[src/rtl/seg7_capture_if.sv]
// Seven-segment scan lines from the display driver plus the recovered frame and status.
interface seg7_capture_if #(
  parameter int CNT_W = 8
);
  logic [7:0]       AN;
  logic [6:0]       Cnode;
  logic             dp;
  logic [31:0]      bits;
  logic [7:0]       dp_bits;
  logic [7:0]       seen;
  logic             frame_done;
  logic             bad_glyph;
  logic [CNT_W-1:0] err_cnt;

  modport master (
    output AN, Cnode, dp,
    input  bits, dp_bits, seen, frame_done, bad_glyph, err_cnt
  );

  modport slave (
    input  AN, Cnode, dp,
    output bits, dp_bits, seen, frame_done, bad_glyph, err_cnt
  );
endinterface

[src/rtl/seg7_capture.sv]
// Recovers 32-bit hex frames from a scanned 8-digit seven-segment display.
// Capture SETTLE_CYCLES+2 cycles after a digit appears, frame load one cycle later; passive monitor, no backpressure.
module seg7_capture #(
  parameter int SETTLE_CYCLES = 4,
  parameter int CNT_W         = 8
) (
  input logic          clk,
  input logic          rst_n,
  seg7_capture_if.slave bus
);

  typedef enum logic [1:0] {IDLE, SETTLE, SAMPLE, HOLD} state_t;

  localparam logic [CNT_W-1:0] STAB_MAX = CNT_W'(SETTLE_CYCLES);
  localparam logic [CNT_W-1:0] STAB_THR = CNT_W'(SETTLE_CYCLES - 1);

  state_t           state_q;
  logic [15:0]      in_q;
  logic [15:0]      prev_q;
  logic [CNT_W-1:0] stab_cnt;
  logic [31:0]      shadow_q;
  logic [7:0]       shadow_dp_q;
  logic [7:0]       seen_q;
  logic             frame_pend;
  logic [31:0]      bits_q;
  logic [7:0]       dp_bits_q;
  logic             frame_done_q;
  logic             bad_glyph_q;
  logic [CNT_W-1:0] err_cnt_q;

  logic       changed;
  logic [7:0] an_sel;
  logic       an_valid;
  logic [2:0] dig_idx;
  logic       glyph_ok;
  logic [3:0] glyph_val;
  logic [7:0] seen_upd;

  assign changed  = (in_q != prev_q);
  assign an_sel   = ~in_q[15:8];
  assign an_valid = (an_sel != 8'h00) && ((an_sel & (an_sel - 8'h01)) == 8'h00);

  // Capture reads prev_q: in the SAMPLE cycle it always holds the value that was proven stable.
  always_comb begin
    dig_idx = 3'd0;
    for (int i = 0; i < 8; i++) begin
      if (!prev_q[8+i]) dig_idx = 3'(i);
    end
    glyph_ok  = 1'b1;
    glyph_val = 4'h0;
    case (prev_q[7:1])
      7'h40: glyph_val = 4'h0;
      7'h79: glyph_val = 4'h1;
      7'h24: glyph_val = 4'h2;
      7'h30: glyph_val = 4'h3;
      7'h19: glyph_val = 4'h4;
      7'h12: glyph_val = 4'h5;
      7'h02: glyph_val = 4'h6;
      7'h78: glyph_val = 4'h7;
      7'h00: glyph_val = 4'h8;
      7'h10: glyph_val = 4'h9;
      7'h08: glyph_val = 4'hA;
      7'h03: glyph_val = 4'hB;
      7'h46: glyph_val = 4'hC;
      7'h21: glyph_val = 4'hD;
      7'h06: glyph_val = 4'hE;
      7'h0E: glyph_val = 4'hF;
      default: glyph_ok = 1'b0;
    endcase
    seen_upd = seen_q | (8'h01 << dig_idx);
  end

  always_ff @(posedge clk) begin
    if (rst_n) begin
      state_q      <= IDLE;
      in_q         <= '0;
      prev_q       <= '0;
      stab_cnt     <= '0;
      shadow_q     <= '0;
      shadow_dp_q  <= '0;
      seen_q       <= '0;
      frame_pend   <= 1'b0;
      bits_q       <= '0;
      dp_bits_q    <= '0;
      frame_done_q <= 1'b0;
      bad_glyph_q  <= 1'b0;
      err_cnt_q    <= '0;
    end else begin
      in_q   <= {bus.AN, bus.Cnode, bus.dp};
      prev_q <= in_q;

      if (changed)                stab_cnt <= '0;
      else if (stab_cnt < STAB_MAX) stab_cnt <= stab_cnt + 1'b1;

      frame_done_q <= 1'b0;
      bad_glyph_q  <= 1'b0;

      if (frame_pend) begin
        bits_q       <= shadow_q;
        dp_bits_q    <= shadow_dp_q;
        frame_done_q <= 1'b1;
        seen_q       <= '0;
        frame_pend   <= 1'b0;
      end

      case (state_q)
        IDLE: begin
          if (an_valid) state_q <= SETTLE;
        end
        SETTLE: begin
          if (!an_valid || changed)     state_q <= IDLE;
          else if (stab_cnt >= STAB_THR) state_q <= SAMPLE;
        end
        SAMPLE: begin
          // A change landing during SAMPLE must not be swallowed by HOLD.
          if (changed) state_q <= an_valid ? SETTLE : IDLE;
          else         state_q <= HOLD;
          if (glyph_ok) begin
            shadow_q[{dig_idx, 2'b00} +: 4] <= glyph_val;
            shadow_dp_q[dig_idx]            <= ~prev_q[0];
            seen_q                          <= seen_upd;
            if (&seen_upd) frame_pend <= 1'b1;
          end else begin
            bad_glyph_q <= 1'b1;
            if (err_cnt_q != '1) err_cnt_q <= err_cnt_q + 1'b1;
          end
        end
        HOLD: begin
          if (changed) state_q <= an_valid ? SETTLE : IDLE;
        end
        default: state_q <= IDLE;
      endcase
    end
  end

  assign bus.bits       = bits_q;
  assign bus.dp_bits    = dp_bits_q;
  assign bus.seen       = seen_q;
  assign bus.frame_done = frame_done_q;
  assign bus.bad_glyph  = bad_glyph_q;
  assign bus.err_cnt    = err_cnt_q;

endmodule

[src/flat_wrapper.sv]
// flat-port wrapper written by rule: the top's interface ports become plain ports
module seg7_capture_flat 
#(
  parameter int SETTLE_CYCLES = 4,
  parameter int CNT_W         = 8
)
  (clk, rst_n, bus_AN, bus_Cnode, bus_dp, bus_bits, bus_dp_bits, bus_seen, bus_frame_done, bus_bad_glyph, bus_err_cnt);
  seg7_capture_if #(.CNT_W(CNT_W)) bus_i ();
  input logic clk;
  input logic rst_n;
  input wire logic [$bits(bus_i.AN)-1:0] bus_AN;
  input wire logic [$bits(bus_i.Cnode)-1:0] bus_Cnode;
  input wire logic [$bits(bus_i.dp)-1:0] bus_dp;
  output wire logic [$bits(bus_i.bits)-1:0] bus_bits;
  output wire logic [$bits(bus_i.dp_bits)-1:0] bus_dp_bits;
  output wire logic [$bits(bus_i.seen)-1:0] bus_seen;
  output wire logic [$bits(bus_i.frame_done)-1:0] bus_frame_done;
  output wire logic [$bits(bus_i.bad_glyph)-1:0] bus_bad_glyph;
  output wire logic [$bits(bus_i.err_cnt)-1:0] bus_err_cnt;
  assign bus_i.AN = bus_AN;
  assign bus_i.Cnode = bus_Cnode;
  assign bus_i.dp = bus_dp;
  assign bus_bits = bus_i.bits;
  assign bus_dp_bits = bus_i.dp_bits;
  assign bus_seen = bus_i.seen;
  assign bus_frame_done = bus_i.frame_done;
  assign bus_bad_glyph = bus_i.bad_glyph;
  assign bus_err_cnt = bus_i.err_cnt;
  seg7_capture #(.SETTLE_CYCLES(SETTLE_CYCLES), .CNT_W(CNT_W)) u_core (.clk(clk), .rst_n(rst_n), .bus(bus_i));
endmodule
[config.mk]
export PLATFORM = sky130hd
export DESIGN_NAME = seg7_capture_flat
export DESIGN_NICKNAME = d
export VERILOG_FILES = /design/src/rtl/seg7_capture_if.sv /design/src/rtl/seg7_capture.sv /design/src/flat_wrapper.sv
export SDC_FILE = /design/constraint.sdc
export NUM_CORES = 1
export LEC_CHECK = 0
export CORE_ASPECT_RATIO = 1.25
export CORE_UTILIZATION = 46
export CTS_CLUSTER_SIZE = 10
export DETAILED_ROUTE_END_ITERATION = 8
export MAX_ROUTING_LAYER = met4
export PLACE_DENSITY = 0.75
export SYNTH_ARGS = -nofsm -noshare
export SYNTH_HDL_FRONTEND = slang
export SYNTH_SLANG_ARGS = --single-unit
[constraint.sdc]
create_clock -name clk -period 3.7 [get_ports clk]
set_clock_uncertainty 0.1 [all_clocks]
set_input_delay 0.37 -clock clk [delete_from_list [all_inputs] [get_ports clk]]
set_output_delay 0.37 -clock clk [all_outputs]
set_load 0.005 [all_outputs]
**Word-level counts from Yosys, hierarchy flattened**

Cells that the tools add are included.

- Output and inout port bits: 58
- Input port bits: 18
- Word-level logic and storage cells: 95
- Register bits after elaboration: 141

- Bitwise logic cells: 6
- Eq/ne operators: 23
- Magnitude comparators: 4
- Reduce and logical (&&, ||, !) cells: 16
- Muxes and demuxes: 26
- Add/subtract/negate cells: 4
- Shift-type cells: 3

Operators by type and width:

| kind | number |
|---|---|
| 4-bit case mux with 15 select lines | 1 |
| 32-bit bitwise mux | 1 |
| 4-bit by 7-bit variable shift with 32-bit output, first input constant | 1 |
| 4-bit by 7-bit indexed part select with 32-bit output | 1 |
| 7-bit == test, second input constant | 4 |
| 8-bit 2-to-1 mux | 3 |
| 7-bit by 5-bit == test with 1-bit output, second input constant | 3 |
| 7-bit by 6-bit == test with 1-bit output, second input constant | 3 |
| 8-bit by 1-bit adder with 8-bit output, second input constant | 2 |
| 16-bit inequality test | 1 |
| 16-bit OR reduction | 1 |
| 7-bit by 2-bit == test with 1-bit output, second input constant | 2 |
| 7-bit by 4-bit == test with 1-bit output, second input constant | 2 |
| 2-bit 2-to-1 mux | 7 |
| 3-bit 2-to-1 mux | 4 |
| 8-bit bitwise AND | 1 |
| 8-bit bitwise mux | 1 |
| 8-bit by 2-bit >= comparator with 1-bit output, second input constant | 1 |
| 8-bit zero test | 1 |
| 8-bit by 3-bit < comparator with 1-bit output, second input constant | 1 |
| 8-bit inequality test, second input constant | 1 |
| 8-bit NOT | 1 |
| 8-bit bitwise OR | 1 |
| 2-bit case mux with 4 select lines | 1 |
| 24 further kinds | 37 |

**Logic depth before layout (Yosys ltp)**

Gate-level depths: netlist of the first run.

- Depth in word-level cells: 12
- Gate-level depth with buffers: 10

**Worst setup path before layout of the first run**

No wires, ideal clock.

- Path type: register to register
- From: register u_core.prev_q[13]
- To: register u_core.shadow_q[20]
- Buffers on the path: 1
- Data required time: 3.528 ns
- Cell stages (with the launch flop): 10
- Arrival: 2.439 ns
- Clock period less this slack: 2.611 ns
- Slack: 1.089 ns
- Path through: dfxtp_1 nand2_1 o211a_1 nor2_1 ha_1 buf_1 nor3b_1 o21ai_0 a21oi_2 mux2i_1

- Cells in the longest elaborated chain, start to end: 6
- Elaborated cells between the ends (all ways): 7
- Those cells by class: 1 x add/sub; 2 x shift; 4 x mux

RTL lines:

| what | RTL line | RTL |
|---|---|---|
| from (decl) | seg7_capture.sv:19 | `logic [15:0] prev_q;` |
| from (signal assigned) | seg7_capture.sv:90 | `prev_q <= in_q;` |
| 3-bit 2-to-1 mux (*) (3 in series) | seg7_capture.sv:47 | `if (!prev_q[8+i]) dig_idx = 3'(i);` |
| 5-bit negator with 7-bit output (*) | seg7_capture.sv:119 | `shadow_q[{dig_idx, 2'b00} +: 4] <= glyph_val;` |
| 4-bit by 7-bit indexed part select with 32-bit output or 4-bit by 7-bit variable shift with 32-bit output (tied branches) | seg7_capture.sv:119 |  |
| 32-bit bitwise mux (*) | seg7_capture.sv:119 |  |
| to (signal, indexed assignment) | seg7_capture.sv:119 |  |
| to (decl) | seg7_capture.sv:21 | `logic [31:0] shadow_q;` |

Every way passes the cells marked *; elsewhere a longest branch is shown, timed or not.
A chain may end at the register's enable or synchronous reset.

**Worst setup path after layout of the first run**

- From: register u_core.prev_q[13]
- To: register u_core.shadow_q[22]

The elaborated chain is that of the path after synthesis.

==> flow_metrics.tcl, run 1 <==
set metrics [dict create \
    outcome "finished clean" \
    holdCritPathClass "reg -> reg" \
    dieWidth_um 107 \
    grt_max_degree 116 \
    synth_flop_cell "dfxtp_1" \
    ctsResizeCount 0 \
    worstMarginPinSlew_ps 995 \
    ant_nets 0 \
    worst_hold_slack_ps 367 \
    hold_viol_final 0 \
    cts_sinks 141 \
    num_io_pins 76 \
    core.rowCount 47 \
    drc_errors 0 \
    critical_path_arrival_ps 3290 \
    worstPathMaxFanout 10 \
    setup_violations 0 \
    critical-path-top-delay-family "simple AND/OR/NAND/NOR gates" \
    syn_to_final_growth_pct 22.2 \
    crit_buf_inv 0 \
    r2r_slack_ps 640 \
    viasPerCell 5.50 \
    grt_overflow 0 \
    fin_tns_setup_ps 0 \
    start_util_pct 47.3 \
    die_y_um 133 \
    synth_seq_cells 141 \
    path_cells "nand2_1, o211a_1, nor2_1, ha_1, nor3b_1, o21ai_0, a21oi_2, mux2i_1" \
    crit_path_end_kind "flip-flop" \
    grt_pass1_vias 4741 \
    port_buffers 75 \
    cp-start-kind "flip-flop" \
    clk_pin_slew_ps 60 \
    ys_types 77 \
    drv_slew 0 \
    grt.met2_usage_pct 34.1 \
    design.core.area_sq_mm 0.0133 \
    postCtsHoldBufs 0 \
    required_ps 3940 \
    met1_usage_pct 24.2 \
    async_flop_share_pct 0 \
    cts_tree "built" \
    syn_area_sq_mm 0.00632 \
    n_antenna_cell 0 \
    slew_headroom_pct 33.6 \
    numCtsBuffers 17 \
    post_cts_buffers 0 \
    grt_pass1_wl_um 23000 \
    use_met3_pct 5.91 \
    slowest_delay_ps 490 \
    rsz0062_at_grt "no" \
    synth_edf_count 0 \
    drv_cap 0 \
    wirelength_um 13600 \
    drive_gt1_share_pct 9.37 \
    globalRoute.busiestLayer "met2" \
    vdd_ir_drop_max_mv 0.262 \
    grtUsageTotal_pct 21.1 \
    gp_congestion 0.931 \
    synth.avg_cell_area_sq_um 10.1 \
    fin_crit_ps 3060 \
    h-tree-depth 4 \
    clk_latency_ps 420 \
    worst-setup-path-type "reg -> reg" \
    pwr_density_cell_mw_per_mm2 447 \
    syn_inst 623 \
    synth_nets 649 \
    firstDrtPassIters 4 \
    yosysWarnings 0 \
    worst_path_max_delay_cell "nor2_1" \
    layout.nets 708 \
    cts_max_path_buffers 2 \
    fmax_mhz 327 \
    fin_crit_sh_pct 82.6 \
    cts-root-buf "clkbuf_16" \
    avgRoutedWirePerCell_um 15.7 \
    p_leak_nw 2.85 \
    dp_hpwl_um 9370 \
    fp.dieArea_sq_mm 0.0142 \
    num_vias 4757 \
    synth_seq_area_share_pct 44.7 \
    antenna_found_initial 0 \
    drt-initial-drc-count 298 \
]
==> power breakdown <==
group	switching (mW)	internal [mW]	leakage (nW)
registers	0.0266	1.54	1.14
logic	0.0871	0.0694	1.42
clock network	0.637	1.09	0.287
total	0.750	2.70	2.85
==> final timing paths <==
path                      startpoint             endpoint  cells after the start
hold reg to reg   u_core.stab_cnt[5]   u_core.stab_cnt[5]                      1
hold / removal    u_core.stab_cnt[5]   u_core.stab_cnt[5]                      1
setup / recovery   u_core.prev_q[13]  u_core.shadow_q[22]                      8
setup reg to reg   u_core.prev_q[13]  u_core.shadow_q[22]                      8
==> flip-flops by register name (all words and copies together), names as in the netlist <==
register / flops
u_core.bus.bad_glyph: 1
u_core.bus.bits: 32
u_core.bus.dp_bits: 8
u_core.bus.err_cnt: 8
u_core.bus.frame_done: 1
u_core.bus.seen: 8
u_core.frame_pend: 1
u_core.in_q: 16
u_core.prev_q: 16
u_core.shadow_dp_q: 8
u_core.shadow_q: 32
u_core.stab_cnt: 8
u_core.state_q: 2
==> cell type report <==
type,count,area [sq um]
fillers,1170,5630
multi-input cells,436,3280
flip-flops and latches,141,2820
repair buffers,79,778
clock buffers,22,464
well taps,171,214
clock inverters,9,136
inverters,7,26.3
==> worst register-to-register path: stages, from the launching register on <==
cell and delay, ps:
dfxtp_1 450, nand2_1 120, o211a_1 260, nor2_1 490
ha_1 460, nor3b_1 350, o21ai_0 220, a21oi_2 310
mux2i_1 220
==> cells in the final DEF (no fill, tap or decap), types with 3 or more instances in the layout <==
cell type        Yosys  layout
a21o_1               3       3
a21oi_1             10      10
a32oi_1              4       4
and2_1               6       6
and3_1               3       3
and4_1               3       3
buf_4                6       5
bufinv_16            0       3
clkbuf_1            18       3
clkbuf_16            0      17
clkdlybuf4s50_1      0      74
dfxtp_1            141     140
ha_1                 8       8
inv_1                5       5
mux2_1               3       3
mux2i_1             82      82
nand2_1             12      12
nand2b_1            54      54
nand3_1              6       6
nand4_1             15      15
nor2_1              54      54
nor2b_1             46      46
nor3_1               8       8
nor3b_1              3       3
nor4_1               4       4
o2111ai_1           10      10
o2111ai_2            3       3
o211ai_1            10      10
o21ai_0              4       4
o21ai_1              6       6
o2bb2ai_1            3       3
or2_2                3       3
or4_1                3       3
xnor2_1             17      17
==> per-layer routing <==
layer  vias up  routed length (um)
met5         -                   0
met1      2288                5930
met4         0                 322
li1       2330                   -
met2       117                6820
met3        22                 503
==> cell usage after synthesis (all sizes together) (3+ instances only) <==
cell type	number	area share [%]
o21ai	11	0.93
a21o	3	0.36
and4	3	0.42
or4	3	0.36
clkbuf	18	1.1
ha	8	1.6
mux2i	82	13
buf	21	2.0
o211ai	12	1.6
nand3	7	0.75
nor3b	4	0.55
nor2b	47	4.7
nand4	16	1.7
a21oi	11	0.93
and3	4	0.48
nand2b	54	5.3
o211a	3	0.59
and2	6	0.59
or2	3	0.30
nor4	5	0.59
xnor2	17	2.4
inv	7	0.42
mux2	5	0.89
nor2	54	3.2
nor3	11	1.2
a32oi	5	0.99
dfxtp	141	45
o2111ai	13	2.1
a2111oi	3	0.91
o2bb2ai	3	0.42
nand2	12	0.71
==> through the flow <==
step | cell area (sq um) | power [mW] | std cells | utilization, % | setup slack, ps
3_5_place_dp | 7120 | 1.75 | 834 | 53.4 | 763
4_1_cts | 7720 | 3.48 | 865 | 57.8 | 717
6_report | 7720 | 3.45 | 865 | 57.8 | 645
2_1_floorplan | 6320 | 1.71 | 623 | - | 1090
5_1_grt | 7720 | 3.56 | 865 | 57.8 | 403
3_3_place_gp | 7120 | 1.75 | 834 | 53.4 | 937
==> cells by family (layout without fill, tap and decap cells) <==
group,after synthesis,count (layout),synth area share [%]
buffers and inverters,46,117,3.44
multiplexers,87,87,13.9
adder cells (fa/ha/maj),9,9,1.74
XOR/XNOR,18,18,2.49
flip-flops,141,141,44.7
AND/OR/NAND/NOR,242,242,22.9
AO/OA/AOI/OAI,80,80,10.8
Note: power is estimated with default switching activity, not from simulation.
==> inputs of run 2 (changes only) <==
--- a/config.mk
+++ b/config.mk
@@ -10,7 +10,7 @@
 export CTS_CLUSTER_SIZE = 10
 export DETAILED_ROUTE_END_ITERATION = 8
 export MAX_ROUTING_LAYER = met4
-export PLACE_DENSITY = 0.75
+export PLACE_DENSITY = 0.77
 export SYNTH_ARGS = -nofsm -noshare
 export SYNTH_HDL_FRONTEND = slang
 export SYNTH_SLANG_ARGS = --single-unit
==> constraint.sdc (replaced) <==
create_clock -name clk -period 2.7 [get_ports clk]
set_clock_uncertainty 0.1 [all_clocks]
set_input_delay 0.27 -clock clk [delete_from_list [all_inputs] [get_ports clk]]
set_output_delay 0.27 -clock clk [all_outputs]
set_load 0.005 [all_outputs]
==> run 2 against run 1 <==
  * First-iteration DRC count is 16% lower
  * Worst hold slack lost 130 ps
  * Utilization rose by 0.62 points
  * Sequential power increased by 37%
  * Critical path depth is the same
  * Total power is 36% higher
  * Critical path type unchanged
  * Worst setup slack lost 500 ps
  * Highest routed layer unchanged
  * Global-route usage increased by 0.24 points
  * Cell area up 1.1%
  * Largest power group unchanged
  * Clock power increased by 34%
  * Clock-buffer cell count unchanged
==> flow_metrics.tcl, run 2 (synthesis gave the netlist of run 1 again) <==
set metrics [dict create \
    clk_pin_slew_ps 60 \
    ant_nets 0 \
    grt_max_degree 67 \
    fin_crit_sh_pct 94.6 \
    fillCellCount 1157 \
    required_ps 2890 \
    r2r_end "u_core.shadow_q[5]" \
    dieWidth_um 107 \
    seqPwrFrac_pct 45.7 \
    swShare_pct 21.9 \
    grt_pass1_vias 4645 \
    worst_path_max_delay_cell "dfxtp_1" \
    postCtsHoldBufs 0 \
    n_antenna_cell 0 \
    slew_headroom_pct 53.2 \
    rsz0062_at_grt "yes" \
    r2r_slack_ps 140 \
    cp-startpoint "u_core.prev_q[13]" \
    drv_cap 0 \
    layout.nets 720 \
    num_io_pins 76 \
    crit_path_end_kind "flip-flop" \
    wirelength_um 14000 \
    drv_slew 0 \
    worstPathMaxFanout 6 \
    met1_length_um 6060 \
    grt_overflow 0 \
    viasPerCell 5.53 \
    final_common_cell "dfxtp_1" \
    cts_tree "built" \
    routed-wl-met2_um 6970 \
    pwr_density_cell_mw_per_mm2 600 \
    outcome "finished clean" \
    gp_congestion 0.966 \
    grt_pass1_wl_um 23200 \
    antenna_found_initial 0 \
    r2r_start "u_core.prev_q[13]" \
    place_area_sq_mm 0.00720 \
    clkPwrFrac_pct 49.5 \
    avgRoutedWirePerCell_um 16.0 \
    drt-initial-drc-count 251 \
    h-tree-depth 4 \
    core.rowCount 47 \
    fmax_mhz 391 \
    slowest_delay_ps 450 \
    syn_to_final_growth_pct 23.5 \
    die_y_um 133 \
    p_leak_nw 2.92 \
    crit_top_cell "ha_1" \
    final_cell_mix "dfxtp_1, mux2i_1, clkdlybuf4s50_1, nand2b_1, nor2_1" \
    drc_errors 0 \
    critical_path_arrival_ps 2750 \
    vdd_ir_drop_max_mv 0.437 \
    intPower_mw 3.66 \
    pre_cts_ws_ps 154 \
    drive_gt1_share_pct 11.2 \
    path_cells "nand2_1, o211a_1, nor2_1, ha_1, ha_1, nor3_1, o211ai_2, mux2i_1" \
    topRoutingLayerUsed "met4" \
    hold_viol_final 0 \
    port_buffers 75 \
    fin_crit_ps 2560 \
    cts_sinks 141 \
    firstDrtPassIters 4 \
    p_sw_mw 1.02 \
    worstSetupEndpoint "u_core.shadow_q[5]" \
    num_vias 4852 \
    cts-root-buf "clkbuf_16" \
    worst_hold_slack_ps 233 \
    wl_met3_um 654 \
    setup_violations 0 \
    reg2reg_depth 8 \
    holdCritPathClass "in -> reg" \
    worst-setup-path-type "reg -> reg" \
    start_util_pct 47.3 \
    finalWorstSetupSlack_ps 145 \
    fp.dieArea_sq_mm 0.0142 \
    cp-start-kind "flip-flop" \
    dp_hpwl_um 9970 \
    clk_latency_ps 430 \
    design.core.area_sq_mm 0.0133 \
    worstMarginPinSlew_ps 703 \
    grtUsageTotal_pct 21.4 \
    pwr-share-comb_pct 4.8 \
    numCtsBuffers 17 \
    design_area_sq_mm 0.00780 \
    cts_max_path_buffers 2 \
]
## run 2: per-layer routing
| metal | vias up | global-route usage (%) |
|---|---|---|
| met2 | 156 | 35.0 |
| met1 | 2306 | 25.1 |
| met4 | 0 | 9.06 |
| met5 | - | - |
| met3 | 36 | 4.63 |
| li1 | 2354 | - |
## run 2: final cells by class
class	count	area, sq um	area share (%)
Tap cell	171	214	2.74
Clock inverter	9	109	1.39
Clock buffer	22	484	6.20
Inverter	7	26.3	0.337
Multi-Input combinational cell	436	3280	42.0
Timing Repair Buffer	91	868	11.1
Sequential cell	141	2820	36.2
## run 2: per-stage QoR
step | std cells | util [%] | total power, mW | setup TNS [ps]
final | 877 | 58.5 | 4.68 | 0
after global routing | 877 | 58.5 | 4.83 | -75.7
after CTS | 876 | 58.4 | 4.71 | 0
after detailed placement | 845 | 54.0 | 2.41 | 0
after global placement | 845 | 54.0 | 2.40 | 0
after floorplan | 623 | - | 2.34 | 0
## run 2: worst min-delay path by stage
stage / cells past startpoint / slack [ps] / end / start
2_1_floorplan: 1 / 300 / u_core.in_q[0] / bus_dp
3_3_place_gp: 1 / 340 / u_core.stab_cnt[4] / u_core.stab_cnt[4]
3_5_place_dp: 1 / 350 / u_core.stab_cnt[6] / u_core.stab_cnt[6]
4_1_cts: 2 / 230 / u_core.bus.bits[1] / rst_n
5_1_grt: 2 / 260 / u_core.bus.dp_bits[7] / rst_n
6_report: 2 / 230 / u_core.bus.dp_bits[2] / rst_n
## run 2: worst max-delay path, delay by kind of cell, from the launching register on
kind / cells / cell delay [ps]
AO/OA/AOI/OAI: 2 / 520
adder cells (fa/ha/maj): 2 / 530
multiplexers: 1 / 170
AND/OR/NAND/NOR: 3 / 670
flip-flops: 1 / 450
## run 2: what timing repair did
item / 4_1_cts / 5_1_grt
resized for setup: 0 / 0
endpoints found under the setup margin: 0 / 6
setup buffers: 0 / 1
## run 2: power by group through the flow
stage / clock, mW / combinational, mW / sequential (mW)
2_1_floorplan: 0 / 0.178 / 2.16
3_3_place_gp: 0 / 0.221 / 2.18
3_5_place_dp: 0 / 0.224 / 2.18
4_1_cts: 2.35 / 0.225 / 2.14
5_1_grt: 2.45 / 0.246 / 2.14
6_report: 2.32 / 0.226 / 2.14
